File: src/rtl/regfile.sv
// 31 x 64-bit integer register file with per-register busy (scoreboard) bits and a commit counter.
// Optional define REGFILE_BYPASS_EN forwards same-cycle writeback data to the read ports.
`ifndef RegBus
`define RegBus 64
`endif
`ifndef RegAddrBus
`define RegAddrBus 5
`endif
`ifndef RstEnable
`define RstEnable 1'b1
`endif
`ifndef ZeroWord
`define ZeroWord 64'h0
`endif

module regfile (
  input  logic                   clk,
  input  logic                   rst,
  input  logic [`RegBus-1:0]     wb_rd_data,
  input  logic [`RegAddrBus-1:0] wb_rd_addr,
  input  logic                   wb_rd_ena,
  input  logic [`RegAddrBus-1:0] iss_rd_addr,
  input  logic                   iss_rd_ena,
  input  logic [`RegAddrBus-1:0] rs1_addr,
  input  logic [`RegAddrBus-1:0] rs2_addr,
  input  logic                   rs1_ena,
  input  logic                   rs2_ena,
  output logic [`RegBus-1:0]     rs1_data,
  output logic [`RegBus-1:0]     rs2_data,
  output logic                   rs1_busy,
  output logic                   rs2_busy,
  output logic [`RegBus-1:0]     wr_count
);

  logic [`RegBus-1:0] regs_q [1:31];
  logic [31:1]        busy_q, busy_d;
  logic [`RegBus-1:0] wr_count_q, wr_count_d;
  logic               wb_wr, iss_set, in_rst;

  assign in_rst  = (rst == `RstEnable);
  assign wb_wr   = wb_rd_ena && (wb_rd_addr != '0);
  assign iss_set = iss_rd_ena && (iss_rd_addr != '0);

  // Set is applied after clear so a newer in-flight writer keeps the register busy.
  always_comb begin
    busy_d     = busy_q;
    wr_count_d = wr_count_q;
    if (wb_wr) begin
      busy_d[wb_rd_addr] = 1'b0;
      wr_count_d         = wr_count_q + 64'd1;
    end
    if (iss_set) begin
      busy_d[iss_rd_addr] = 1'b1;
    end
  end

  always_ff @(posedge clk) begin
    if (in_rst) begin
      for (int i = 1; i < 32; i++) begin
        regs_q[i] <= `ZeroWord;
      end
      busy_q     <= '0;
      wr_count_q <= '0;
    end else begin
      if (wb_wr) begin
        regs_q[wb_rd_addr] <= wb_rd_data;
      end
      busy_q     <= busy_d;
      wr_count_q <= wr_count_d;
    end
  end

  function automatic logic [`RegBus-1:0] rd_data(input logic ena,
                                                  input logic [`RegAddrBus-1:0] addr);
    logic [`RegBus-1:0] v;
    v = `ZeroWord;
    if (!in_rst && ena && (addr != '0)) begin
`ifdef REGFILE_BYPASS_EN
      if (wb_wr && (wb_rd_addr == addr)) begin
        v = wb_rd_data;
      end else begin
        v = regs_q[addr];
      end
`else
      v = regs_q[addr];
`endif
    end
    return v;
  endfunction

  // With forwarding, a same-cycle writeback satisfies the reader; any new issue shows up next cycle.
  function automatic logic rd_busy(input logic ena,
                                   input logic [`RegAddrBus-1:0] addr);
    logic v;
    v = 1'b0;
    if (!in_rst && ena && (addr != '0)) begin
`ifdef REGFILE_BYPASS_EN
      if (wb_wr && (wb_rd_addr == addr)) begin
        v = 1'b0;
      end else begin
        v = busy_q[addr];
      end
`else
      v = busy_q[addr];
`endif
    end
    return v;
  endfunction

  always_comb begin
    rs1_data = rd_data(rs1_ena, rs1_addr);
    rs2_data = rd_data(rs2_ena, rs2_addr);
    rs1_busy = rd_busy(rs1_ena, rs1_addr);
    rs2_busy = rd_busy(rs2_ena, rs2_addr);
  end

  assign wr_count = wr_count_q;

endmodule

File: config.mk
export PLATFORM = sky130hd
export DESIGN_NAME = regfile
export DESIGN_NICKNAME = d
export VERILOG_FILES = /design/src/rtl/regfile.sv
export SDC_FILE = /design/constraint.sdc
export NUM_CORES = 2
export LEC_CHECK = 0
export BUFFER_PORTS_ARGS = -buffer_cell sky130_fd_sc_hd__buf_2
export CELL_PAD_IN_SITES_DETAIL_PLACEMENT = 1
export CELL_PAD_IN_SITES_GLOBAL_PLACEMENT = 2
export CORE_UTILIZATION = 32
export CTS_BUF_LIST = sky130_fd_sc_hd__clkbuf_8
export CTS_CLUSTER_DIAMETER = 60
export CTS_CLUSTER_SIZE = 40
export DETAILED_ROUTE_END_ITERATION = 8
export PLACE_DENSITY_LB_ADDON = 0.15
export REMOVE_ABC_BUFFERS = 1
export SLEW_MARGIN = 10
export SYNTH_ARGS = -nofsm -noshare
export SYNTH_HDL_FRONTEND = slang
export SYNTH_SLANG_ARGS = --single-unit
File: constraint.sdc
create_clock -name clk -period 7.1 [get_ports clk]
set_input_delay 0 -clock clk [delete_from_list [all_inputs] [get_ports clk]]
set_output_delay 0 -clock clk [all_outputs]
set_load 0.005 [all_outputs]
==> reports/metrics.yaml <==
grt_overflow_total: 0
ios: 284
drt_wl_total_um: 471900
fin_nets: 7885
die_x_um: 595.7
portBuffers: 283
synth.most_common_cell: "edfxtp_1"
start_kind: "input port"
clk_latency_ps: 1110
wl_per_cell_um: 37.34
postRouteAntennaNets: 0
cp_cell_sequence: "dlygate4sd3_1, buf_4, nor3b_1, o31a_1, nand2_4, buf_4, o22ai_1, a21o_1, buf_2"
slew_headroom: 0.1054
cts_buffers: 266
min_to: "regs_q[8][7]"
power_w: 0.02943
ys_seq_area_frac: 0.5620
power_leakage_nw: 44.42
hpwl_um: 269200
slew_violations: 0
fin_skew_ps: 26.59
ys_async_sr_fraction: 0
setup_viol_count_final: 0
rsz0062_at_grt: "false"
die-area_um2: 354900
final.setup.tns_ps: 0
synthTopCellsByCount: "edfxtp_1 (2048), and2_1 (1988), mux4_2 (1050)"
yosysWarnings: 0
post-route-period-util: 0.6211
synth_area_leader_cell: "edfxtp_1"
clockBufferDepth: 4
ctsResizeCount: 0
worstHoldStart: "wb_rd_data[7]"
cpMostUsedCell: "buf_4"
clock.fmax_mhz: 226.8
cp_max_fo: 30
peakVddDrop_mv: 0.1915
rr_startpoint: "wr_count[2]"
holdCritPathClass: "input port to flop"
power_density_nw_per_um2: 230.6
track_usage: 0.2626
synth.area.top_cells: "edfxtp_1 (55%), mux4_2 (21%), and2_1 (11%)"
cts_tree: "built"
max_slew.worst_pin.slew_ps: 1342
synth-edff-count: 2048
cts_num_sinks: 2143
whs_path_depth: 3
ctsHtreeMaxLevel: 5
gp_congestion: 0.7651
drtIter0Drc: 7860
outcome: "completed"
firstDrtPassIters: 5
slowest_delay_ps: 900
vias: 72620
fin_crit_ps: 4410
hold_violations: 0
netlist.area_leader.share: 0.5452
reg2reg_depth: 5
nFillCells: 35560
first_global_vias: 76840
drive_gt1_frac: 0.2582
rows: 217
hold_buffers: 176
remaining_drc_errors: 0
r2r-end: "wr_count[34]"
grt_first_pass_wirelength_um: 648000
ff2ff_setup_slack_ps: 3640
grt_max_degree: 110
ys_types: 62
cpMaxStageDelayCell: "o31a_1"
worstPathArrival_ps: 4410
die_h_um: 595.7
synth_flop_cell: "edfxtp_1"
required_ps: 7100
cts_root_buffer: "clkbuf_8"
clkTransAtPathRegs_ps: 100
area_delta_synth_final_pct: 13.15
postCtsSetupRepairBufs: 0
cap_viol_max_count: 0
end_kind: "output port"
avgSynthCellArea_um2: 14.87
antenna_found_initial: 68
crit_type: "input port to output port"
core_um2: 350000
netlist_area_um2: 112800
synth_seq_cells: 2143
initial_core_util: 0.3223
viasPerCell: 5.747
syn_inst: 7584
==> power by group <==
group | total [W] | leakage, nW | switching [W] | internal (W)
Combinational | 0.00368 | 21.0 | 0.00221 | 0.00147
Sequential | 0.0148 | 20.3 | 0.000338 | 0.0145
Clock | 0.0109 | 3.10 | 0.00583 | 0.00507
==> cells in the final DEF, fill, tap and decap left out, types with 101 or more instances in the layout <==
master	n
nand2_1	488
o22ai_1	143
buf_2	277
edfxtp_1	2048
and2_1	1988
mux4_2	1050
dlygate4sd3_1	175
a21oi_1	101
clkbuf_8	279
mux2i_1	303
buf_4	163
==> worst max-delay path: cells and delay by family <==
kind | cells | cell delay, ps
simple gates | 2 | 1170
compound gates | 3 | 1500
buf+inv | 4 | 1620
==> worst max-delay path by stage <==
stage / start / end / depth (start not counted)
after detailed placement: wb_rd_addr[1] / regs_q[11][60] / 9
after floorplan: wb_rd_addr[0] / regs_q[20][0] / 3
after global placement: wb_rd_addr[0] / regs_q[11][51] / 9
after CTS: rst / rs2_data[55] / 9
after global routing: rst / rs2_data[55] / 9
final: rst / rs2_data[55] / 9
==> per-layer routing <==
| metal | GRT usage | up-vias | part of all wire |
|---|---|---|---|
| met5 | 0 | - | 0.000081 |
| li1 | - | 29370 | - |
| met1 | 0.3619 | 39940 | 0.43 |
| met2 | 0.4408 | 2735 | 0.49 |
| met3 | 0.02945 | 568 | 0.059 |
| met4 | 0.06765 | 6 | 0.026 |
==> layout make-up <==
class	instances	area, um2	area share
multi-input combinational	4687	46990	0.3682
timing repair buffer	652	5076	0.03977
sequential	2143	63400	0.4967
tap	4599	5754	0.04508
clock buffer	278	3826	0.02998
clock inverter	201	2318	0.01816
inverter	44	187.7	0.001470
antenna	33	82.58	0.0006470
==> state kept, by name (all words and copies together), names as in the netlist <==
name / flops
busy_q: 31
regs_q: 2048
wr_count: 64
==> per-stage QoR <==
| stage | worst slack (ps) | instance area, um2 | hold WS (ps) | util | std cells |
|---|---|---|---|---|---|
| floorplan | 2759 | 110000 | 69.07 | - | 6874 |
| global placement | 3105 | 119600 | 289.4 | 0.3416 | 11950 |
| detailed placement | 3065 | 119600 | 294.0 | 0.3419 | 11950 |
| CTS | 2716 | 127600 | 0.3155 | 0.3645 | 12600 |
| global route | 2617 | 127600 | 37.26 | 0.3645 | 12610 |
| finish | 2690 | 127600 | 87.14 | 0.3647 | 12640 |
==> cells by family after synthesis <==
kind of cell / share of synthesized area
xor gates and xnor gates: 0.002019
other: 0.00003324
DFF: 0.5620
AOI/OAI and AO/OA: 0.03144
adders and majority gates: 0.0001109
and+or+nand+nor: 0.1391
muxes: 0.2367
buffers and inverters: 0.02854
(Power assumes the default switching activity.)
